==> src/rtl/gpu_pkg.sv <==
`default_nettype none
// +----------------------------------------------------------------------------+
// | gpu_pkg                                                                    |
// | Shared types for the FMA job sequencer: sequencer state encoding, the      |
// | read-tag record carried alongside in-flight line reads, and the check      |
// | that a memory line holds exactly three operand words per FMA lane.         |
// | Revision: 1.0 - initial release                                            |
// +----------------------------------------------------------------------------+
package gpu_pkg;

  typedef enum logic [1:0] {
    IDLE    = 2'd0,
    ISSUE   = 2'd1,
    COLLECT = 2'd2,
    WRITE   = 2'd3
  } seq_state_t;

  // Tag travelling with each line read so the datapath knows which beat it is.
  typedef struct packed {
    logic valid;
    logic first;
    logic last;
  } flag_tag_t;

  // Each lane consumes a, b and c from the same line.
  localparam int unsigned OPERANDS_PER_LANE = 3;

  function automatic bit line_width_ok(input int unsigned fma_count,
                                       input int unsigned word_width,
                                       input int unsigned line_width);
    return line_width == OPERANDS_PER_LANE * word_width * fma_count;
  endfunction

endpackage
`default_nettype wire

==> src/rtl/flag_delay_line.sv <==
`default_nettype none
// +----------------------------------------------------------------------------+
// | flag_delay_line                                                            |
// | Shift register of {valid, first, last} read tags, DEPTH stages deep, so    |
// | the tags line up with read data returning DEPTH cycles after the strobe.   |
// | Ports: clk, rst (async, active-high), tag_* in, dly_* out.                 |
// | Revision: 1.0 - initial release                                            |
// +----------------------------------------------------------------------------+
module flag_delay_line
  import gpu_pkg::*;
#(
  parameter int unsigned DEPTH = 2
) (
  input  logic clk,
  input  logic rst,
  input  logic tag_valid,
  input  logic tag_first,
  input  logic tag_last,
  output logic dly_valid,
  output logic dly_first,
  output logic dly_last
);

  flag_tag_t stage [DEPTH];

  always_ff @(posedge clk or posedge rst) begin
    if (rst) begin
      for (int s = 0; s < DEPTH; s++) begin
        stage[s] <= '0;
      end
    end else begin
      stage[0] <= '{valid: tag_valid, first: tag_first, last: tag_last};
      for (int s = 1; s < DEPTH; s++) begin
        stage[s] <= stage[s-1];
      end
    end
  end

  assign dly_valid = stage[DEPTH-1].valid;
  assign dly_first = stage[DEPTH-1].first;
  assign dly_last  = stage[DEPTH-1].last;

endmodule
`default_nettype wire

==> src/rtl/fma_sequencer.sv <==
`default_nettype none
// +----------------------------------------------------------------------------+
// | fma_sequencer                                                              |
// | Runs one dot-product job: reads N consecutive lines and streams them to    |
// | the FMA lanes with first/last beat marks, collects one result per lane,    |
// | then holds a packed write request until the write buffer accepts it.      |
// | Ports:                                                                     |
// |   clk_in, rst_in (async, active-high)                                      |
// |   cmd_*      : job command handshake (addr, len, dest)                     |
// |   rd_*       : line memory read strobe/address and returned data           |
// |   abc_*, use_new_c_out, output_can_be_valid_out : FMA operand stream       |
// |   fma_out_in, fma_valid_in : per-lane results (lane 0 in MSBs)             |
// |   wr_*       : result write request, held until wr_ready_in                |
// |   busy_out, done_out, err_out : status                                     |
// | Revision: 1.0 - initial release                                            |
// +----------------------------------------------------------------------------+
module fma_sequencer
  import gpu_pkg::*;
#(
  parameter int unsigned FMA_COUNT    = 2,
  parameter int unsigned WORD_WIDTH   = 16,
  parameter int unsigned LINE_WIDTH   = 96,
  parameter int unsigned ADDR_LENGTH  = 9,
  parameter int unsigned LEN_WIDTH    = 8,
  parameter int unsigned READ_LATENCY = 2
) (
  input  logic                            clk_in,
  input  logic                            rst_in,
  input  logic                            cmd_valid_in,
  output logic                            cmd_ready_out,
  input  logic [ADDR_LENGTH-1:0]          cmd_addr_in,
  input  logic [LEN_WIDTH-1:0]            cmd_len_in,
  input  logic [ADDR_LENGTH-1:0]          cmd_dest_in,
  output logic                            rd_en_out,
  output logic [ADDR_LENGTH-1:0]          rd_addr_out,
  input  logic [LINE_WIDTH-1:0]           rd_data_in,
  output logic [LINE_WIDTH-1:0]           abc_out,
  output logic                            abc_valid_out,
  output logic                            use_new_c_out,
  output logic                            output_can_be_valid_out,
  input  logic [WORD_WIDTH*FMA_COUNT-1:0] fma_out_in,
  input  logic [FMA_COUNT-1:0]            fma_valid_in,
  output logic                            wr_en_out,
  output logic [ADDR_LENGTH-1:0]          wr_addr_out,
  output logic [WORD_WIDTH*FMA_COUNT-1:0] wr_data_out,
  input  logic                            wr_ready_in,
  output logic                            busy_out,
  output logic                            done_out,
  output logic                            err_out
);

  if (!line_width_ok(FMA_COUNT, WORD_WIDTH, LINE_WIDTH)) begin : g_line_width_check
    $error("fma_sequencer: LINE_WIDTH must be 3*WORD_WIDTH*FMA_COUNT");
  end

  seq_state_t                     state, state_next;
  logic [ADDR_LENGTH-1:0]         base_addr, dest_addr;
  logic [LEN_WIDTH-1:0]           job_len, issue_idx;
  logic [FMA_COUNT-1:0]           lane_mask;
  logic [WORD_WIDTH*FMA_COUNT-1:0] results;
  logic                           err_q, zero_done;

  logic cmd_fire, issuing, last_issue, write_accept, stray_strobe, dup_strobe;
  logic [FMA_COUNT-1:0] mask_merged;
  logic dl_valid, dl_first, dl_last;

  assign cmd_fire     = cmd_valid_in && (state == IDLE);
  assign issuing      = (state == ISSUE);
  assign last_issue   = issuing && (issue_idx == job_len - LEN_WIDTH'(1));
  assign write_accept = (state == WRITE) && wr_ready_in;
  assign mask_merged  = lane_mask | fma_valid_in;
  // Results can only legitimately arrive once all beats have gone out.
  assign stray_strobe = ((state == IDLE) || (state == ISSUE)) && (|fma_valid_in);
  // In WRITE every mask bit is set, so any strobe there is a repeat too.
  assign dup_strobe   = ((state == COLLECT) || (state == WRITE)) &&
                        (|(fma_valid_in & lane_mask));

  always_ff @(posedge clk_in or posedge rst_in) begin
    if (rst_in) begin
      state <= IDLE;
    end else begin
      state <= state_next;
    end
  end

  always_comb begin
    state_next    = state;
    cmd_ready_out = 1'b0;
    busy_out      = 1'b1;
    rd_en_out     = 1'b0;
    rd_addr_out   = '0;
    wr_en_out     = 1'b0;
    unique case (state)
      IDLE: begin
        cmd_ready_out = 1'b1;
        busy_out      = 1'b0;
        // A zero-length job never leaves IDLE; it only produces a done pulse.
        if (cmd_valid_in && (cmd_len_in != '0)) state_next = ISSUE;
      end
      ISSUE: begin
        rd_en_out   = 1'b1;
        rd_addr_out = base_addr + ADDR_LENGTH'(issue_idx);
        if (last_issue) state_next = COLLECT;
      end
      COLLECT: begin
        if (&mask_merged) state_next = WRITE;
      end
      WRITE: begin
        wr_en_out = 1'b1;
        if (wr_ready_in) state_next = IDLE;
      end
      default: state_next = IDLE;
    endcase
  end

  always_ff @(posedge clk_in or posedge rst_in) begin
    if (rst_in) begin
      base_addr <= '0;
      dest_addr <= '0;
      job_len   <= '0;
      issue_idx <= '0;
      lane_mask <= '0;
      results   <= '0;
      err_q     <= 1'b0;
      zero_done <= 1'b0;
    end else begin
      zero_done <= cmd_fire && (cmd_len_in == '0);
      if (cmd_fire) begin
        base_addr <= cmd_addr_in;
        dest_addr <= cmd_dest_in;
        job_len   <= cmd_len_in;
        issue_idx <= '0;
        lane_mask <= '0;
      end
      if (issuing) issue_idx <= issue_idx + LEN_WIDTH'(1);
      if (state == COLLECT) begin
        lane_mask <= mask_merged;
        // First strobe per lane wins; repeats are flagged, not captured.
        for (int lane = 0; lane < FMA_COUNT; lane++) begin
          if (fma_valid_in[lane] && !lane_mask[lane]) begin
            results[(FMA_COUNT-1-lane)*WORD_WIDTH +: WORD_WIDTH] <=
              fma_out_in[(FMA_COUNT-1-lane)*WORD_WIDTH +: WORD_WIDTH];
          end
        end
      end
      if (stray_strobe || dup_strobe) err_q <= 1'b1;
    end
  end

  flag_delay_line #(
    .DEPTH (READ_LATENCY)
  ) u_flag_delay_line (
    .clk       (clk_in),
    .rst       (rst_in),
    .tag_valid (issuing),
    .tag_first (issuing && (issue_idx == '0)),
    .tag_last  (last_issue),
    .dly_valid (dl_valid),
    .dly_first (dl_first),
    .dly_last  (dl_last)
  );

  // Read data is registered once more so the FMAs see a clean flop output;
  // abc_out is passed through whole, so lane 0 stays in the MSB slice.
  always_ff @(posedge clk_in or posedge rst_in) begin
    if (rst_in) begin
      abc_out                 <= '0;
      abc_valid_out           <= 1'b0;
      use_new_c_out           <= 1'b0;
      output_can_be_valid_out <= 1'b0;
    end else begin
      abc_valid_out           <= dl_valid;
      use_new_c_out           <= dl_valid && dl_first;
      output_can_be_valid_out <= dl_valid && dl_last;
      if (dl_valid) abc_out <= rd_data_in;
    end
  end

  assign wr_addr_out = dest_addr;
  assign wr_data_out = results;
  assign err_out     = err_q;
  assign done_out    = zero_done || write_accept;

endmodule
`default_nettype wire

==> config.mk <==
export PLATFORM = sky130hd
export DESIGN_NAME = fma_sequencer
export DESIGN_NICKNAME = d
export VERILOG_FILES = /design/src/rtl/gpu_pkg.sv /design/src/rtl/flag_delay_line.sv /design/src/rtl/fma_sequencer.sv
export SDC_FILE = /design/constraint.sdc
export NUM_CORES = 1
export LEC_CHECK = 0
export ABC_AREA = 0
export CORE_AREA = 5 5 133 135
export CTS_CLUSTER_SIZE = 30
export DETAILED_ROUTE_END_ITERATION = 6
export DIE_AREA = 0 0 138 140
export PLACE_DENSITY = 0.94
export RECOVER_POWER = 100
export SYNTH_ARGS = -nofsm -noshare
export SYNTH_HDL_FRONTEND = slang
export SYNTH_HIERARCHICAL = 1
export SYNTH_SLANG_ARGS = --single-unit
==> constraint.sdc <==
create_clock -name clk_in -period 15.8 [get_ports clk_in]
set_clock_uncertainty 0.05 [all_clocks]
set_input_delay 2.37 -clock clk_in [delete_from_list [all_inputs] [get_ports clk_in]]
set_output_delay 2.37 -clock clk_in [all_outputs]
set_load 0.05 [all_outputs]
# Word-level counts from Yosys, hierarchy flattened

Cells that the tools add are included.

Register bits after elaboration: 177
Bits of input ports: 160
Output and inout port bits: 155
Logic and storage cells: 77

Add/sub/neg operators: 3
Equality and inequality tests: 8
Muxes and demuxes: 14
Bitwise gates (word level): 2
Reductions and logical operators: 30

Operators by type and width:

| cell                                                               | count |
|---|---|
| 8-bit zero test                                                    | 2 |
| 8-bit 2-to-1 mux                                                   | 2 |
| 1-bit logical AND                                                  | 12 |
| 2-bit 2-to-1 mux                                                   | 6 |
| 9-bit by 8-bit adder with 9-bit output                             | 1 |
| 9-bit 2-to-1 mux                                                   | 1 |
| 8-bit by 1-bit adder with 8-bit output, second input constant      | 1 |
| 8-bit == test                                                      | 1 |
| 2-bit one-hot mux with 4 select lines                              | 1 |
| 8-bit nonzero test                                                 | 1 |
| 8-bit by 1-bit subtractor with 8-bit output, second input constant | 1 |
| 2-bit by 1-bit != test with 1-bit output, second input constant    | 3 |
| 2-bit AND reduction                                                | 3 |
| 2-bit == test, second input constant                               | 2 |
| 1-bit logical OR                                                   | 4 |
| 1-bit 2-to-1 mux                                                   | 4 |
| 4-bit AND reduction                                                | 1 |
| 2-bit nonzero test                                                 | 2 |
| 2-bit OR reduction                                                 | 2 |
| 2-bit AND                                                          | 1 |
| 2-bit by 1-bit == test with 1-bit output, second input constant    | 1 |
| 1-bit zero test                                                    | 2 |
| 2-bit zero test                                                    | 1 |
| 2-bit != test, second input constant                               | 1 |
| 2-bit bitwise OR                                                   | 1 |

# Depth between registers and ports, before layout

Gate-level depths: netlist of the first run.

Word-level depth: 5
Gate-level depth with buffers: 9
Depth with buffers taken out: 9

# By module

Netlist of the first run, hierarchy kept.

Modules (own cells, without submodules):

| module          | instances | cells an instance | area an instance (µm²) | sequential area each (µm²) |
|---|---|---|---|---|
| fma_sequencer   | 1         | 503               | 7,154.4                | 4,279.1 |
| flag_delay_line | 1         | 7                 | 153.9                  | 150.1 |

# Worst setup path before layout of the first run

OpenSTA, ideal clock, no wires.

Path kind: register to output
Start point: reg issue_idx[0]
End point: out rd_addr_out[6]
Data arrival time: 2.756 ns
Required time: 13.380 ns
Setup slack: 10.624 ns
Cell stages (with the launch flop): 10
Path buffers: 0
Cells stage by stage: dfrtp_1 ha_1 inv_1 fa_1 nor2b_1 o21a_1 o21ai_0 a21boi_0 nor3_1 nor3_1

Cells in the longest elaborated chain, start to end: 2

RTL lines:

| element                                | line                 | source |
|---|---|---|
| start, declared                        | fma_sequencer.sv:58  | `logic [LEN_WIDTH-1:0] job_len, issue_idx;` |
| start signal, assigned                 | fma_sequencer.sv:135 | `if (issuing) issue_idx <= issue_idx + LEN_WIDTH'(1);` |
| 9-bit by 8-bit adder with 9-bit output | fma_sequencer.sv:102 | `rd_addr_out = base_addr + ADDR_LENGTH'(issue_idx);` |
| 9-bit 2-to-1 mux                       | fma_sequencer.sv:93  | `unique case (state)` |
| end, declared                          | fma_sequencer.sv:35  | `output logic [ADDR_LENGTH-1:0] rd_addr_out,` |

No other way between the ends.

==> flow_summary.toml, run 1 <==
[layout]
antennaDiodeCount = 0
nNetsFinal = 1001
fillerInstances = 1143
drive_gt1_share_pct = 22.2
area_growth_pct = 54.4
final_util_pct = 69.0

[synthesis]
async_flop_share_pct = 100
syn_inst = 510
synth_edf_count = 0
ys_seq_area_share_pct = 60.6
synth_cell_types = 42
ys_ff_latch = 177
yosysTopAreaCellShare_pct = 60.6
syn-num-nets = 686
yosysWarnings = 6
yosysTopAreaCell = "dfrtp_1"
ys.flop_type = "dfrtp_1"
synth_area_leaders = "dfrtp_1 61%, mux2_2 24%, ha_1 2.6%"
avgSynthCellArea_um2 = 14.3
netlist_area_um2 = 7310

[timing]
drv_slew = 258
finalCritPeriodShare_pct = 55.5
fin_crit_ns = 8.77
max_slew_margin_pct = -191
worstMarginPinSlew_ns = 4.36
setup_viol = 0
hold_viol_final = 0
rsz0062_at_grt = "no"
setup-tns-final_ns = 0
fmax_ghz = 0.114

[routing]
maxUsedRoutingLayer = "met4"
drt-initial-drc-count = 202
vias = 5270
wl_met2_um = 10400
met3WireLength_um = 1320
wl_per_cell_um = 18.8
met1_length_um = 7680
drc = 0
wl_um = 19900
ant_nets = 0
vias_per_cell = 4.99
drt_first_pass_iters = 5

[floorplan]
die_h_um = 140
die_width_um = 138
ios = 315
die_area_um2 = 19300
start_util_pct = 44.7
row_count = 47
coreArea_um2 = 16300

[clocking]
ctsHoldBuffers = 0
numClockSinks = 177
post_cts_buffers = 0
clk_path_buf_depth = 2
clk_latency_ns = 0.42
cts_tree = "built"
clk_pin_slew_ns = 0.06
post_cts_resized = 0
h-tree-depth = 4
cts_root_buf = "clkbuf_16"
cts_buffers = 17

[setup_path]
path_cells = "dlygate4sd3_1, clkinvlp_2, clkbuf_1"
crit_arrival_ns = 8.32
cp-start-kind = "input pin"
end_kind = "asynchronous set/reset pin"
crit_cells = 3
slowest_stage = "clkbuf_1"
slowest_delay_ns = 2.94
reg2reg_depth = 2
path_max_fanout = 96
worstPathRequired_ns = 15.35
cp_num_buf_inv = 3
cp_top_family = "buffers and inverters"
critical_path_class = "input pin to asynchronous set/reset pin"

[grt]
antenna_found_initial = 0
grt_max_degree = 97
grt_pass1_wl_um = 31800
grt_pass1_vias = 5794
grt_use_total_pct = 20.6
overflow = 0

[placement]
place.gp.congestion = 0.836
port_buffers = 314
hpwl_um = 15200

[worst_hold_path]
hold_class = "register to register"
hold_depth = 0

[power_and_ir_drop]
max-vdd-ir-drop_v = 0.000153
power.density_nw_per_um2 = 253
p_leak_nw = 4.81

[status]
status = "finished with violations"
violations = "max-capacitance violations, max-slew violations"

[flow_run]
drv_cap = 3
==> synthesized netlist by cell type (3+ instances only) <==
cell type and count:
ha_1 15, nor3_1 7, nand4_1 5, xor2_1 9, clkbuf_1 20, nor2b_1 3, o21a_1 3, nor2_1 13
nand2_1 16, nor4_1 3, xnor2_1 7, o21ai_0 14, inv_1 16, a21oi_1 5, and2_1 3, dfrtp_1 177
mux2i_1 3, nand3_1 7, mux2_2 154
==> cell usage in the layout, fill, tap and decap left out, drive strengths merged, types with 2 or more instances in the layout <==
| cell | count |
|---|---|
| mux2i | 3 |
| nand3 | 7 |
| ha | 15 |
| dfrtp | 177 |
| nor3b | 2 |
| nor4 | 3 |
| nor2 | 13 |
| and2 | 3 |
| a21o | 2 |
| o21ai | 14 |
| and3b | 2 |
| clkinv | 2 |
| xnor2 | 7 |
| mux2 | 155 |
| o21a | 3 |
| nand2b | 2 |
| nand2 | 16 |
| nand4 | 5 |
| or2 | 2 |
| clkinvlp | 4 |
| a21oi | 5 |
| o211ai | 2 |
| inv | 19 |
| nor3 | 8 |
| dlygate4sd3 | 176 |
| bufinv | 4 |
| nand3b | 2 |
| clkbuf | 21 |
| xor2 | 9 |
| a21boi | 2 |
| a211oi | 2 |
| nor2b | 3 |
| clkdlybuf4s50 | 138 |
==> state kept, by name, summed over array words and instances (netlist names), 2 cells and up <==
signal / flops
wr_data_out: 32
abc_out: 96
base_addr: 9
u_flag_delay_line/stage: 3
job_len: 8
issue_idx: 8
wr_addr_out: 9
lane_mask: 2
state: 2
==> path summary, 6_finish.rpt <==
kind / from / end / slack, ns
worst min register to register: u_flag_delay_line/stage[3] / u_flag_delay_line/dly_last / 0.30
max in group clk_in: wr_ready_in / done_out / 9.51
worst max-delay path: rst_in / abc_out[9] / 7.03
worst min-delay path: u_flag_delay_line/stage[3] / u_flag_delay_line/dly_last / 0.30
worst max register to register: u_flag_delay_line/dly_valid / abc_out[26] / 11.02
min in group asynchronous: rst_in / u_flag_delay_line/dly_first / 2.33
==> through the flow <==
stage / total power [mW] / std cells / cell area, um^2 / hold WS, ns / setup WS (ns)
finish: 2.85 / 1057 / 11300 / 0.297 / 7.03
detailed placement: 2.48 / 1026 / 10700 / 0.286 / 9.58
floorplan: 1.91 / 510 / 7310 / 0.281 / 8.75
global placement: 2.44 / 1026 / 10700 / 0.284 / 9.64
CTS: 2.95 / 1057 / 11300 / 0.300 / 9.57
global route: 2.99 / 1057 / 11300 / 0.318 / 5.42
==> report_power, final <==
| part | internal (mW) | switching, mW | total (mW) | leakage, nW |
|---|---|---|---|---|
| combinational | 0.585 | 1.01 | 1.60 | 2.39 |
| clock | 0.271 | 0.180 | 0.451 | 0.302 |
| sequential | 0.673 | 0.128 | 0.801 | 2.12 |
==> logic make-up (layout without fill, tap and decap cells) <==
kind of cell             after synthesis  in the layout  share of synthesized area (%)
AO/OA/AOI/OAI                         35             35                           3.06
XOR/XNOR                              16             16                           1.92
adder cells (fa/ha/maj)               17             17                           3.03
buffers and inverters                 37            364                           2.00
flip-flops                           177            177                           60.6
multiplexers                         158            158                           24.3
AND/OR/NAND/NOR                       70             70                           5.08
==> final cells by class <==
cell class,instances,area [um^2],area share (%)
clock inverter,13,198,1.75
timing repair buffer,317,3150,28.0
multi-input combinational,296,2730,24.2
clock buffer,18,439,3.89
inverter,16,61.3,0.543
tap,220,275,2.44
sequential,177,4430,39.3
==> metal layers <==
layer | track usage [%] | vias up
li1 | - | 2422
met1 | 23.0 | 2609
met2 | 36.9 | 206
met3 | 7.02 | 33
met4 | 6.60 | 0
met5 | 0 | -
(Power assumes the default switching activity.)
==> run 2, diff against run 1 <==
--- a/config.mk
+++ b/config.mk
@@ -6,11 +6,11 @@
 export NUM_CORES = 1
 export LEC_CHECK = 0
 export ABC_AREA = 0
-export CORE_AREA = 5 5 133 135
+export CORE_AREA = 5 5 145 147
 export CTS_CLUSTER_SIZE = 30
 export DETAILED_ROUTE_END_ITERATION = 6
-export DIE_AREA = 0 0 138 140
-export PLACE_DENSITY = 0.94
+export DIE_AREA = 0 0 150 152
+export PLACE_DENSITY = 0.85
 export RECOVER_POWER = 100
 export SYNTH_ARGS = -nofsm -noshare
 export SYNTH_HDL_FRONTEND = slang
==> constraint.sdc (replaced) <==
create_clock -name clk_in -period 7.5 [get_ports clk_in]
set_clock_uncertainty 0.05 [all_clocks]
set_input_delay 1.125 -clock clk_in [delete_from_list [all_inputs] [get_ports clk_in]]
set_output_delay 1.125 -clock clk_in [all_outputs]
set_load 0.05 [all_outputs]
==> run 2 against run 1 <==
Net effect:
- clock power rose by 110%
- sequential power rose by 110%
- die area rose by 18%
- sequential share of layout area fell by 0.25 points
- combinational power rose by 110%
- core utilization fell by 12 points
- the flow still finishes with violations (max-capacitance violations, max-slew violations)
- clock-buffer cell count did not move
- highest routed layer unchanged
- first-iteration DRC count fell by 15%
- largest power group unchanged
- total power rose by 110%
==> flow_summary.toml, run 2 (synthesis results as in run 1) <==
[placement]
place.gp.congestion = 0.800
hpwl_um = 14600
numPlacedInstances = 1077
port_buffers = 314
dpl_worst_slack_ns = 3.47
place_area_um2 = 10700

[clocking]
cts_buffers = 17
post_cts_buffers = 0
ctsHoldBuffers = 0
clk_pin_slew_ns = 0.07
h-tree-depth = 4
clk_latency_ns = 0.42
cts_tree = "built"
post_cts_resized = 0
numClockSinks = 177
cts_root_buf = "clkbuf_16"
clk_path_buf_depth = 2

[floorplan]
start_util_pct = 36.9
row_count = 52
coreArea_um2 = 19800
die_h_um = 152
die_area_um2 = 22800
die_width_um = 150
ios = 315

[setup_path]
path_max_fanout = 75
slowest_delay_ns = 2.85
cp_num_buf_inv = 1
end_kind = "register"
path_cells = "clkbuf_1, mux2_2"
cp_top_family = "buffers and inverters"
slowest_stage = "clkbuf_1"
worstPathRequired_ns = 7.78
cp-start-kind = "register"
critical_path_class = "register to register"
crit_arrival_ns = 4.91

[routing]
vias = 5225
wl_per_cell_um = 17.2
drc = 0
wl_um = 19000
vias_per_cell = 4.71
drt_first_pass_iters = 4
drt-initial-drc-count = 172
ant_nets = 0

[grt]
grt_use_total_pct = 16.7
overflow = 0
antenna_found_initial = 0
grt_pass1_vias = 5402
grt_max_degree = 76
grt_pass1_wl_um = 30300

[timing]
drv_slew = 162
setup_ws_ns = 2.88
setup-tns-final_ns = 0
finalCritPeriodShare_pct = 61.7
max_slew_margin_pct = -166
rsz0062_at_grt = "no"
worstMarginPinSlew_ns = 3.98
hold_viol_final = 0
fmax_ghz = 0.216
setup_viol = 0
fin_crit_ns = 4.62

[layout]
final_area_um2 = 11400
largest_register = "abc_out"
area_growth_pct = 55.4
drive_gt1_share_pct = 22.9
antennaDiodeCount = 0
final_cell_mix = "177 x dfrtp_1, 159 x dlygate4sd3_1, 155 x clkdlybuf4s50_1"
nNetsFinal = 1002
largest_reg_flops = 96
stdcell_count = 1109
layout_commonest_cell = "dfrtp_1"
final_util_pct = 57.4

[status]
status = "finished with violations"
violations = "max-capacitance violations, max-slew violations"

[worst_hold_path]
hold_class = "register to register"

[power_and_ir_drop]
p_leak_nw = 4.82
power.density_nw_per_um2 = 525
max-vdd-ir-drop_v = 0.000240

[flow_run]
drv_cap = 3
==> run 2: worst register-to-register path, stage by stage, from the launching register on <==
cell and delay (ns):
dfrtp_1 1.01, clkbuf_1 2.86, mux2_2 0.63
==> run 2: final timing paths <==
kind                                        startpoint                     endpoint  cells past startpoint  slack [ns]
min                         u_flag_delay_line/stage[5]  u_flag_delay_line/dly_valid                      0        0.30
max                        u_flag_delay_line/dly_valid                  abc_out[93]                      2        2.88
min in group asynchronous                       rst_in  u_flag_delay_line/dly_first                      2        1.06
max in group asynchronous                       rst_in                 issue_idx[3]                      3        3.94
max reg2reg                u_flag_delay_line/dly_valid                  abc_out[93]                      2        2.88
min reg2reg                 u_flag_delay_line/stage[5]  u_flag_delay_line/dly_valid                      0        0.30
==> run 2: metrics by stage <==
step | power (mW) | hold WS, ns
after floorplan | 4.03 | 0.281
after global placement | 5.16 | 0.282
after detailed placement | 5.22 | 0.286
after CTS | 6.18 | 0.302
after global routing | 6.28 | 0.319
final | 5.97 | 0.300
==> run 2: area by class of cell <==
class	instances	area (um^2)
clock buffers	18	439
clock inverters	14	195
fillers	1631	8420
inverters	16	61.3
multi-input cells	296	2730
flip-flops and latches	177	4430
well taps	270	338
repair buffers	318	3170
==> run 2: power by group <==
part	internal, mW	leakage [nW]	switching [mW]
combinational	1.23	2.40	2.12
sequential	1.41	2.12	0.264
clock	0.521	0.303	0.415
total	3.17	4.82	2.80
==> run 2: layer usage <==
layer	vias up	wire (um)	track usage (%)	share of wire, %
li1	2439	-	-	-
met3	19	1840	6.05	9.7
met1	2564	7710	20.9	41
met4	0	278	4.84	1.5
met2	203	9200	27.3	48
met5	-	0	0	0
==> run 3, diff against run 2 <==
==> constraint.sdc (replaced) <==
create_clock -name clk_in -period 3.8 [get_ports clk_in]
set_clock_uncertainty 0.05 [all_clocks]
set_input_delay 0.57 -clock clk_in [delete_from_list [all_inputs] [get_ports clk_in]]
set_output_delay 0.57 -clock clk_in [all_outputs]
set_load 0.05 [all_outputs]
==> run 3 against run 2 <==
Net effect:
- total power up 94%
- die area unchanged
- sequential power up 100%
- the run still ends with max-capacitance violations, max-slew violations left
- largest cell class unchanged
- core utilization down 0.32 points
==> flow_summary.toml, run 3 (synthesis results as in run 1) <==
[placement]
port_buffers = 314
place.gp.congestion = 0.747
hpwl_um = 14800

[layout]
largest_reg_flops = 96
drive_gt1_share_pct = 23.0
fillerInstances = 1651
layout_commonest_cell = "dfrtp_1"
nNetsFinal = 1008
final_cell_mix = "177 x dfrtp_1, 158 x clkdlybuf4s50_1, 154 x mux2_2"
antennaDiodeCount = 0
largest_register = "abc_out"
area_growth_pct = 54.5

[grt]
grt_use_total_pct = 17.1
grt_pass1_vias = 5662
grt_max_degree = 64
overflow = 0
grt_pass1_wl_um = 31000
antenna_found_initial = 0

[routing]
drc = 0
ant_nets = 0
drt-initial-drc-count = 209
drt_first_pass_iters = 4
wl_per_cell_um = 17.4
vias_per_cell = 4.69
wl_um = 19400
vias = 5225

[setup_path]
critical_path_class = "register to output port"
crit_arrival_ns = 2.90
r2r_start = "u_flag_delay_line/dly_valid"
cp-startpoint = "issue_idx[1]"
worstPathRequired_ns = 3.18
timing.rr.end = "abc_out[92]"
reg2reg_depth = 2
cp-start-kind = "register"
r2r_slack_ns = 0.44
path_max_fanout = 6
end_kind = "output port"

[power_and_ir_drop]
max-vdd-ir-drop_v = 0.000672
p_leak_nw = 4.80
power.density_nw_per_um2 = 1030

[clocking]
cts_root_buf = "clkbuf_16"
cts_tree = "built"
h-tree-depth = 4
clk_latency_ns = 0.41
numClockSinks = 177
clk_path_buf_depth = 2
cts_buffers = 17
clk_pin_slew_ns = 0.07

[floorplan]
coreArea_um2 = 19800
die_area_um2 = 22800
ios = 315
die_h_um = 152
die_width_um = 150
start_util_pct = 36.9
row_count = 52

[worst_hold_path]
hp-start = "u_flag_delay_line/stage[3]"
hold_class = "register to register"
min_delay_worst_endpoint = "u_flag_delay_line/dly_last"
hold_depth = 0

[timing]
drv_slew = 99
fmax_ghz = 0.284
setup-tns-final_ns = 0
setup_viol = 0
rsz0062_at_grt = "no"
hold_ws_ns = 0.309
fin_crit_ns = 3.52
worstMarginPinSlew_ns = 2.52
max_slew_margin_pct = -67.7
finalCritPeriodShare_pct = 92.6
hold_viol_final = 0

[flow_run]
drv_cap = 2

[status]
status = "finished with violations"
violations = "max-capacitance violations, max-slew violations"
run 3: power by group:
| part | internal [mW] | switching (mW) |
|---|---|---|
| combinational | 2.38 | 4.13 |
| sequential | 2.79 | 0.603 |
| clock | 0.877 | 0.814 |
run 3: worst max-delay path by stage:
| stage | endpoint | slack [ns] | depth (start not counted) |
|---|---|---|---|
| floorplan | rd_addr_out[6] | 0.42 | 9 |
| global placement | rd_addr_out[8] | 0.46 | 10 |
| CTS | rd_addr_out[4] | 0.19 | 8 |
| global route | rd_addr_out[7] | 0.06 | 8 |
| finish | rd_addr_out[7] | 0.28 | 8 |
| detailed placement | rd_addr_out[8] | 0.40 | 10 |
run 3: cell type report:
class                      instances  area, um^2  area share, %
timing repair buffer             324        3170           28.1
clock buffer                      19         433           3.83
sequential                       177        4430           39.2
inverter                          16        61.3          0.543
tap                              270         338           2.99
clock inverter                    13         134           1.19
multi-input combinational        296        2730           24.2
run 3: metrics by stage:
stage	utilization (%)	area, um^2	power, mW	worst slack, ns	instances
after detailed placement	54.6	10800	10.3	0.403	1083
after global routing	57.1	11300	12.2	0.0592	1115
after CTS	57.5	11400	12.1	0.194	1115
final	57.1	11300	11.6	0.283	1115
after global placement	54.6	10800	10.2	0.459	1083
after floorplan	-	7310	7.96	0.424	510
run 3: what timing repair did:
action	4_1_cts	5_1_grt
hold buffers	0	0
resized for setup	1	4
buffers inserted	0	0
pin swaps	0	0
hold endpoints to repair	0	0
endpoints found under the setup margin	1	2
run 3: metal layers:
layer | vias to the layer above | part of all wire [%] | GRT usage, %
met5 | - | 0 | 0
met4 | 0 | 1.2 | 4.27
met3 | 15 | 8.8 | 5.87
met2 | 196 | 50 | 29.2
met1 | 2567 | 40 | 20.8
li1 | 2447 | - | -
run 3: critical path, cell delays in order, from the launching register on:
cell           delay (ns)
dfrtp_1              0.45
ha_1                 0.30
a21o_1               0.10
a21oi_1              0.09
o21bai_1             0.19
nand2_1              0.07
a21boi_0             0.21
mux2i_1              0.20
dlygate4sd3_1        0.88
